[config.mk]
export PLATFORM = sky130hd
export DESIGN_NAME = uart_rx_os
export DESIGN_NICKNAME = d
export VERILOG_FILES = /design/src/rtl/uart_pkg.sv /design/src/rtl/uart_rx_sampler.sv /design/src/rtl/uart_rx_os.sv
export SDC_FILE = /design/constraint.sdc
export NUM_CORES = 1
export LEC_CHECK = 0
export ABC_AREA = 1
export BUFFER_PORTS_ARGS = -buffer_cell sky130_fd_sc_hd__clkbuf_2
export CORE_UTILIZATION = 41
export CTS_CLUSTER_DIAMETER = 150
export CTS_CLUSTER_SIZE = 12
export DETAILED_ROUTE_END_ITERATION = 10
export SLEW_MARGIN = 20
export SYNTH_ARGS = -nofsm -noshare
export SYNTH_HDL_FRONTEND = slang
export SYNTH_SLANG_ARGS = --single-unit
[constraint.sdc]
create_clock -name clk -period 2.1 [get_ports clk]
set_clock_uncertainty 0.1 [all_clocks]
set_input_delay 0.42 -clock clk [delete_from_list [all_inputs] [get_ports clk]]
set_output_delay 0.42 -clock clk [all_outputs]
set_load 0.005 [all_outputs]
[src/rtl/uart_pkg.sv]
// uart_pkg: shared state type and helpers for the
// oversampling UART receiver.
package uart_pkg;

  typedef enum logic [1:0] {
    IDLE,
    START,
    DATA,
    STOP
  } uart_rx_state_t;

  localparam int MIN_VOTE_OS = 4;

  function automatic logic maj3(
    input logic a,
    input logic b,
    input logic c
  );
    return (a & b) | (a & c) | (b & c);
  endfunction

  function automatic int uart_mid(input int os);
    return os / 2;
  endfunction

  function automatic int uart_scnt_w(input int os);
    return (os > 1) ? $clog2(os) : 1;
  endfunction

endpackage

[src/rtl/uart_rx_sampler.sv]
// uart_rx_sampler: input synchroniser, per-bit sample
// counter and mid-bit majority vote.
module uart_rx_sampler
  import uart_pkg::*;
#(
  parameter int OVERSAMPLE = 2
) (
  input  logic clk,
  input  logic reset,
  input  logic rx_i,
  input  logic clr_i,
  output logic rxs_o,
  output logic bit_o,
  output logic strobe_o,
  output logic end_o
);

  localparam int SW  = uart_scnt_w(OVERSAMPLE);
  localparam int MID = uart_mid(OVERSAMPLE);
  localparam logic [SW-1:0] SLAST =
    SW'(OVERSAMPLE - 1);

  logic [1:0]    sync_q;
  logic [SW-1:0] scnt_q;
  logic [SW-1:0] scnt_d;

  always_ff @(posedge clk) begin
    if (reset) begin
      sync_q <= 2'b11;
    end else begin
      sync_q <= {sync_q[0], rx_i};
    end
  end

  assign rxs_o = sync_q[1];

  always_comb begin
    scnt_d = scnt_q + SW'(1);
    if (clr_i || (scnt_q == SLAST)) begin
      scnt_d = '0;
    end
  end

  always_ff @(posedge clk) begin
    if (reset) begin
      scnt_q <= '0;
    end else begin
      scnt_q <= scnt_d;
    end
  end

  assign end_o = (scnt_q == SLAST);

  // Vote over MID-1, MID, MID+1; decide on MID+1.
  if (OVERSAMPLE >= MIN_VOTE_OS) begin : g_vote
    localparam logic [SW-1:0] SDEC =
      SW'(MID + 1);
    logic [1:0] hist_q;

    always_ff @(posedge clk) begin
      if (reset) begin
        hist_q <= 2'b11;
      end else begin
        hist_q <= {hist_q[0], rxs_o};
      end
    end

    assign strobe_o = (scnt_q == SDEC);
    assign bit_o =
      maj3(hist_q[1], hist_q[0], rxs_o);
  end else begin : g_single
    localparam logic [SW-1:0] SDEC = SW'(MID);
    assign strobe_o = (scnt_q == SDEC);
    assign bit_o    = rxs_o;
  end

endmodule

[src/rtl/uart_rx_os.sv]
// uart_rx_os: oversampling UART frame receiver with
// parity/framing flags, valid/ready output and overrun.
module uart_rx_os
  import uart_pkg::*;
#(
  parameter int WIDTH      = 64,
  parameter int OVERSAMPLE = 2,
  parameter int PARITY_ODD = 1
) (
  input  logic             clk,
  input  logic             reset,
  input  logic             rx_in,
  input  logic             rx_ready,
  input  logic             err_clr,
  output logic [WIDTH-2:0] rx_data,
  output logic             rx_valid,
  output logic             parity_error,
  output logic             framing_error,
  output logic             overrun_error,
  output logic             rx_busy
);

  localparam int BW = $clog2(WIDTH + 1);
  localparam logic [BW-1:0] BLAST =
    BW'(WIDTH - 1);
  localparam logic PODD = (PARITY_ODD != 0);

  uart_rx_state_t   state_q;
  logic [BW-1:0]    bcnt_q;
  logic [WIDTH-1:0] shreg_q;
  logic [WIDTH-2:0] data_q;
  logic             valid_q;
  logic             perr_q;
  logic             ferr_q;
  logic             ovr_q;
  logic             busy_q;

  logic rxs;
  logic vbit;
  logic strobe;
  logic bend;
  logic clr;
  logic accept;

  uart_rx_sampler #(
    .OVERSAMPLE(OVERSAMPLE)
  ) u_smp (
    .clk     (clk),
    .reset   (reset),
    .rx_i    (rx_in),
    .clr_i   (clr),
    .rxs_o   (rxs),
    .bit_o   (vbit),
    .strobe_o(strobe),
    .end_o   (bend)
  );

  // Sample counter restarts whenever we sit in or fall back to IDLE.
  assign clr =
    ((state_q == IDLE) && rxs) ||
    ((state_q == START) && strobe && vbit) ||
    ((state_q == STOP) && strobe);

  assign accept = !valid_q || rx_ready;

  always_ff @(posedge clk) begin
    if (reset) begin
      state_q <= IDLE;
      bcnt_q  <= '0;
      shreg_q <= '0;
      data_q  <= '0;
      valid_q <= 1'b0;
      perr_q  <= 1'b0;
      ferr_q  <= 1'b0;
      ovr_q   <= 1'b0;
      busy_q  <= 1'b0;
    end else begin
      if (valid_q && rx_ready) begin
        valid_q <= 1'b0;
      end
      if (err_clr) begin
        ovr_q <= 1'b0;
      end
      unique case (state_q)
        IDLE: begin
          if (!rxs) begin
            busy_q  <= 1'b1;
            bcnt_q  <= '0;
            state_q <= (OVERSAMPLE == 1) ?
                       DATA : START;
          end
        end
        START: begin
          if (strobe && vbit) begin
            busy_q  <= 1'b0;
            state_q <= IDLE;
          end else if (bend) begin
            bcnt_q  <= '0;
            state_q <= DATA;
          end
        end
        DATA: begin
          if (strobe) begin
            shreg_q <= {vbit, shreg_q[WIDTH-1:1]};
          end
          if (bend) begin
            if (bcnt_q == BLAST) begin
              bcnt_q  <= '0;
              state_q <= STOP;
            end else begin
              bcnt_q <= bcnt_q + BW'(1);
            end
          end
        end
        STOP: begin
          if (strobe) begin
            busy_q  <= 1'b0;
            state_q <= IDLE;
            if (accept) begin
              data_q  <= shreg_q[WIDTH-2:0];
              valid_q <= 1'b1;
              ferr_q  <= ~vbit;
              perr_q  <= ((^shreg_q) != PODD);
            end else begin
              ovr_q <= 1'b1;
            end
          end
        end
      endcase
    end
  end

  assign rx_data       = data_q;
  assign rx_valid      = valid_q;
  assign parity_error  = perr_q;
  assign framing_error = ferr_q;
  assign overrun_error = ovr_q;
  assign rx_busy       = busy_q;

endmodule
==> results of run 1 <==
==> logic make-up after synthesis <==
| group | Yosys count | share of synthesized area (%) |
|---|---|---|
| xor+xnor | 19 | 2.60 |
| buf+inv | 131 | 8.53 |
| flops | 144 | 45.0 |
| compound gates | 271 | 21.4 |
| fa+ha+maj | 1 | 0.195 |
| simple gates | 367 | 22.3 |
==> flip-flops by register name, indices dropped and copies added, names as in the netlist, named ones only <==
| name | cells |
|---|---|
| state_q | 1 |
| rx_valid | 1 |
| framing_error | 1 |
| bcnt_q | 7 |
| u_smp.sync_q | 2 |
| parity_error | 1 |
| u_smp.end_o | 1 |
| rx_busy | 1 |
| overrun_error | 1 |
| rx_data | 63 |
| shreg_q | 64 |
==> placed cells by master, fill, tap and decap left out, drive strengths merged <==
cell type  netlist  final
xnor2            9      9
or2              3      3
ha               1      1
xor2            10     10
o21a             1      1
a22oi            1      1
a21oi          132    132
clkinvlp         0      2
nand3            7      7
nand3b           1      1
o211ai           1      1
nand2          333    333
nor2            19     19
dfxtp          144    144
o21bai           2      2
bufinv           0      3
a211oi           2      2
o21ai          132    132
buf             17      9
clkinv           0      6
nor3             4      4
clkbuf          26     93
inv             88     87
==> cell usage after synthesis (3+ instances only) <==
master,count
o21ai_1,37
o21ai_0,95
a21oi_1,132
xor2_1,10
xnor2_1,9
nand2_1,327
dfxtp_1,144
inv_2,4
buf_6,5
nor2_1,17
clkbuf_1,25
inv_1,84
nor3_1,3
nand3_1,7
buf_2,10
nand2_2,6
==> final cells by class <==
class,instances,area (um^2),share of cell area (%)
Multi-Input combinational cell,658,2990,39.7
Timing Repair Buffer,81,503,6.68
Inverter,88,332,4.40
Tap cell,188,235,3.12
Clock buffer,21,450,5.98
Sequential cell,144,2880,38.3
Clock inverter,10,138,1.83
==> worst max-delay path, stage by stage (launching register included) <==
cell	delay, ps
dfxtp_1	430
nand2_2	140
nor3_4	480
buf_12	240
o21ai_0	100
a21oi_1	120
==> metal layers <==
metal  GRT usage [%]  part of all wire, %  vias up
met4            8.96                  2.0        0
met3            4.48                  3.3       18
met2            27.8                   43       67
met1            23.1                   52     2458
li1                -                    -     3115
met5               0                    0        -
==> final timing paths <==
check	from	to	slack [ps]	cells after the start
worst max-delay path	state_q[0]	rx_data[24]	400	5
worst min register to register	u_smp.sync_q[0]	u_smp.sync_q[1]	310	1
worst min-delay path	rx_in	u_smp.sync_q[0]	70	2
worst max register to register	state_q[0]	rx_data[24]	400	5
==> power breakdown <==
group	switching, mW	internal, mW	leakage (nW)
Clock	1.13	1.89	0.283
Sequential	0.0120	2.74	1.16
Combinational	0.0842	0.0427	2.03
Total	1.23	4.67	3.47
==> metrics.md, run 1 <==
| Metric | Value |
|---|---|
| Status | `complete, no violations` |
| Layout cells sized above 1 | `12.6%` |
| Core area | `between 0.015 and 0.02 mm^2` |
| Mapped Area | `roughly 0.0064 mm^2` |
| Clock Latency Late Sink | `~420 ps` |
| DRT iter0 DRCs | `254` |
| Clk buf depth | `2` |
| Setup_tns | `0 ps` |
| CP startpoint kind | `register` |
| Fin Hold WS | `approximately 74 ps` |
| Top cells by area, synth | `dfxtp_1, nand2_1, a21oi_1, o21ai_0, inv_1` |
| Tmin final | `around 1700 ps` |
| Synth Register Bits | `144` |
| P&R area growth vs syn | `17.5%` |
| Max rail drop VDD | `between 0.5 and 0.6 mV` |
| Hold_buf cts | `0` |
| Vias | `approximately 5.7k` |
| # Post-CTS Setup Buffers | `0` |
| Post-Place Cells | `1,159` |
| Worst slew margin | `between 60 and 70%` |
| Max Slew Vio Count | `0` |
| Die height | `127 um` |
| Pwr Density | `about 800 mW/mm^2` |
| Final Hold Vio Count | `0` |
| Synth top area share | `between 40% and 50%` |
| Post-synth top flop | `dfxtp_1` |
| Post-layout instance area | `about 0.0075 mm^2` |
| Final setup violation count | `0` |
| Setup Slack @ Placement | `just over 400 ps` |
| Final period util | `between 80% and 90%` |
| Fin worst setup slack | `399 ps` |
| Post-synth cell types | `30` |
| Critical path arrival | `1950 ps` |
| Final core utilization | `49.6%` |
| Hpwl dp | `~8600 um` |
| Overall Global Routing Usage | `17.9%` |
| Max Freq | `0.588 GHz` |
| CTS tree | `done` |
| DRT Pass-1 Iters | `4` |
| Worst-Margin Slew | `~520 ps` |
| Antenna cells | `0` |
| Resized Gates After CTS | `0` |
| Root Driver | `clkbuf_16` |
| CTS buffer count | `17` |
| CTS sink cnt | `144` |
| Area after DPL | `0.00695 mm^2` |
| Die W | `~130 um` |
| Port bufs | `just over 70` |
| Mean post-synth cell area | `about 7 um^2` |
| Clk slew on worst S/H paths | `60 ps` |
| RSZ-0062 raised after global routing | `no` |
| Row Count | `45` |
| Drt total wl | `13,100 um` |
| WP data required | `~2400 ps` |
| Antenna Nets Post-Route | `0` |
| Starting Density | `42.2%` |
| Net Count, Synth | `939` |
| Register area share after synthesis | `45.0%` |
| First-pass GRT wire length | `~24,000 um` |
| Vias in the first global route | `between 5k and 6k` |
| Worst setup path class | `reg -> reg` |
| Synth async-reset ratio | `0%` |
| IO Pins | `between 70 and 80` |
| Residual DRC | `0` |
| Critical path peak fanout | `32` |
| Worst hold path type | `in -> reg` |
| Number of enable flip-flop cells after synthesis | `0` |
| Final net count | `996` |
| Via density | `roughly 4.8` |
| Final Power | `~5.9 mW` |
| Mapped Cells | `between 900 and 1k` |
| Non-Filler Instances | `between 1k and 1.5k` |
| Count of filler cells inserted in the layout | `~1.5k` |
| Synth warn | `0` |
| Htree depth | `4` |
| Max-cap violations | `0` |
| Area leader, netlist | `dfxtp_1` |
| Initial antenna violation count | `0` |
| Crit end category | `register` |
| Gpl congestion | `0.773` |
| Grt ovf | `0` |
| Pleak | `~3.5 nW` |
| WL per Instance | `11.0 um` |
| Largest net degree at the start of global routing | `about 130` |
| Die area | `0.0161 mm^2` |
Note: power is estimated with default switching activity, not from simulation.
==> run 2: changes to the inputs <==
clock period = 1.4 ns   (was 2.1 ns; I/O delays follow)
==> metrics.md, run 2 (synthesis gave the netlist of run 1 again) <==
| Metric | Value |
|---|---|
| Layout cells sized above 1 | `51.4% (was 12.6%)` |
| Pwr Density | `874 mW/mm^2 (was 783 mW/mm^2)` |
| Area of the multi-input gates | `0.00418 mm^2 (was 0.00299 mm^2)` |
| CP most frequent cell | `nand2_1` |
| Grt ovf | `0 (unchanged)` |
| Die area | `0.0161 mm^2 (unchanged)` |
| Worst hold path type | `in -> reg (unchanged)` |
| Failing checks | `negative setup slack` |
| Setup_tns | `-6760 ps (was 0 ps)` |
| Htree depth | `4 (unchanged)` |
| Largest reg by FF count | `shreg_q (unchanged)` |
| First-pass GRT wire length | `29,000 um (was 23,500 um)` |
| Vias in the first global route | `6,142 (was 5,279)` |
| Status | `finished with violations (was complete, no violations)` |
| CTS sink cnt | `144 (unchanged)` |
| Cell Int Power | `7.30 mW (was 4.67 mW)` |
| Met3 WL post-DR | `667 um (was 438 um)` |
| Crit-path cells | `nand2_2 > inv_2 > nor2_2 > nand2_1 > nand2_2 > nand2_1 > nand2_1 > nand2_1 > nand2_2 > nand2_2 > nand2_2 > inv_1 > nand2_1 > nand3_1 > nand2_1 > inv_1 (was nand2_2 > nor3_4 > buf_12 > o21ai_0 > a21oi_1)` |
| Drt total wl | `20,800 um (was 13,100 um)` |
| Max-cap violations | `0 (unchanged)` |
| Sequential power share | `44.2% (was 46.7%)` |
| Critical path peak fanout | `4 (was 32)` |
| Port bufs | `72 (unchanged)` |
| Residual DRC | `0 (unchanged)` |
| Sw frac | `21.9% (was 20.8%)` |
| WP data required | `1630 ps (was 2350 ps)` |
| Vias | `6,832 (was 5,658)` |
| Met1 WL | `9310 um (was 6820 um)` |
| Clk pwr share | `51.5% (was 51.2%)` |
| Die W | `127 um (unchanged)` |
| Clock Latency Late Sink | `430 ps (was 420 ps)` |
| WL per Instance | `15.5 um (was 11.0 um)` |
| DRT iter0 DRCs | `330 (was 254)` |
| Final net count | `1,147 (was 996)` |
| Core area | `0.0152 mm^2 (unchanged)` |
| Final core utilization | `70.3% (was 49.6%)` |
| Row Count | `45 (unchanged)` |
| CTS tree | `done (unchanged)` |
| Clk slew on worst S/H paths | `60 ps (about the same)` |
| Crit end category | `register (unchanged)` |
| Overall Global Routing Usage | `22.6% (was 17.9%)` |
| Gpl congestion | `0.773 (about the same)` |
| Max Freq | `0.599 GHz (was 0.588 GHz)` |
| Critical path arrival | `1890 ps (was 1950 ps)` |
| RSZ-0062 raised after global routing | `yes (was no)` |
| Fin worst setup slack | `-268 ps (was 399 ps)` |
| Hpwl dp | `9490 um (was 8600 um)` |
| Pleak | `4.63 nW (was 3.47 nW)` |
| Met2 WL post-DR | `10,300 um (was 5590 um)` |
| Root Driver | `clkbuf_16 (unchanged)` |
| Non-Filler Instances | `1,342 (was 1,190)` |
| Via density | `5.09 (was 4.75)` |
| Die height | `127 um (unchanged)` |
| Setup Slack @ Placement | `-195 ps (was 406 ps)` |
| CP max stage delay | `360 ps (was 480 ps)` |
| IO Pins | `73 (unchanged)` |
| Antenna cells | `0 (unchanged)` |
| Antenna Nets Post-Route | `0 (unchanged)` |
| Final period util | `119% (was 81.0%)` |
| Count of filler cells inserted in the layout | `1,132 (was 1,525)` |
| Commonest non-fill, non-tap cell in the layout | `nand2_1 (unchanged)` |
| Worst setup path class | `reg -> reg (unchanged)` |
| Comb power frac | `4.4% (was 2.1%)` |
| Max rail drop VDD | `0.872 mV (was 0.557 mV)` |
| CP startpoint kind | `register (unchanged)` |
| DRT Pass-1 Iters | `5 (was 4)` |
| CP max stage cell | `dfxtp_4 (was nor3_4)` |
| Commonest non-fill, non-tap cells in the layout | `nand2_1, dfxtp_1, a21oi_2, buf_4, clkbuf_2 (was nand2_1, dfxtp_1, a21oi_1, o21ai_0, inv_1)` |
| Initial antenna violation count | `0 (unchanged)` |
| Final Power | `9.34 mW (was 5.90 mW)` |
| Final setup violation count | `115 (was 0)` |
| Worst slew margin | `68.6% (was 65.1%)` |
| Switching power | `2.04 mW (was 1.23 mW)` |
| Reg area | `0.00296 mm^2 (was 0.00288 mm^2)` |
| Post-Place Cells | `1,244 (was 1,159)` |
| P&R area growth vs syn | `66.8% (was 17.5%)` |
| Uppermost layer routed | `met4 (unchanged)` |
| Final Hold Vio Count | `0 (unchanged)` |
| Clk buf depth | `2 (unchanged)` |
| Worst-Margin Slew | `468 ps (was 522 ps)` |
| Starting Density | `42.2% (unchanged)` |
| CTS buffer count | `17 (unchanged)` |
| Largest net degree at the start of global routing | `50 (was 129)` |
| Number of flip-flops under the largest register name | `64 (unchanged)` |
| Max Slew Vio Count | `0 (unchanged)` |
| Tmin final | `1670 ps (was 1700 ps)` |
run 2: changes by cell type in the layout (fill, tap and decap cells not counted), moves of 20 or more:
cell,delta
a21oi_1,-91
a21oi_2,+86
buf_4,+82
buf_6,+20
dfxtp_1,-51
dfxtp_2,+47
inv_1,-24
inv_2,+22
nand2_1,-34
nand2_2,+32
o21ai_0,-90
o21ai_2,+68
o21ai_4,+21
run 2: worst paths after layout:
kind / slack, ps / startpoint / depth (start not counted) / to
worst min-delay path: 50 / err_clr / 4 / overrun_error
worst max register to register: -270 / shreg_q[62] / 16 / parity_error
worst min register to register: 320 / u_smp.sync_q[0] / 1 / u_smp.sync_q[1]
worst max-delay path: -270 / shreg_q[62] / 16 / parity_error
run 2: layout make-up:
type / instances / area share (%)
Clock buffer: 21 / 4.21
Clock inverter: 11 / 1.52
Inverter: 88 / 3.15
Multi-Input combinational cell: 659 / 39.1
Sequential cell: 144 / 27.7
Tap cell: 188 / 2.20
Timing Repair Buffer: 231 / 22.2
run 2: power by group through the flow:
stage	Sequential, mW	Combinational [mW]	Clock [mW]
2_1_floorplan	4.22	0.146	0
3_3_place_gp	4.22	0.235	0
3_5_place_dp	4.22	0.236	0
4_1_cts	4.13	0.310	4.86
5_1_grt	4.12	0.437	5.05
6_report	4.12	0.407	4.81
run 2: layer usage:
layer,vias to the layer above,global-route usage [%]
met3,38,4.23
met4,0,9.38
met5,-,0
met1,3219,28.9
li1,3436,-
met2,139,37.6
run 2: worst max-delay path, delay by kind of cell (launching register included):
kind	cells	cell delay, ps
simple gates	13	1000
flops	1	360
buf+inv	3	110
run 2: repair_timing:
item,in CTS,in global routing
endpoints found under the setup margin,86,136
hold buffers,1,0
pin swaps,26,95
endpoints found under the hold margin,1,0
buffers inserted,26,16
cloned,18,17
gates resized for setup,209,303
run 2: metrics by stage:
step                cell area, um^2  hold WS, ps
floorplan                      6420          284
global placement               7650          290
detailed placement             7650          309
CTS                            9480         31.7
global route                  10700         56.8
finish                        10700         50.2
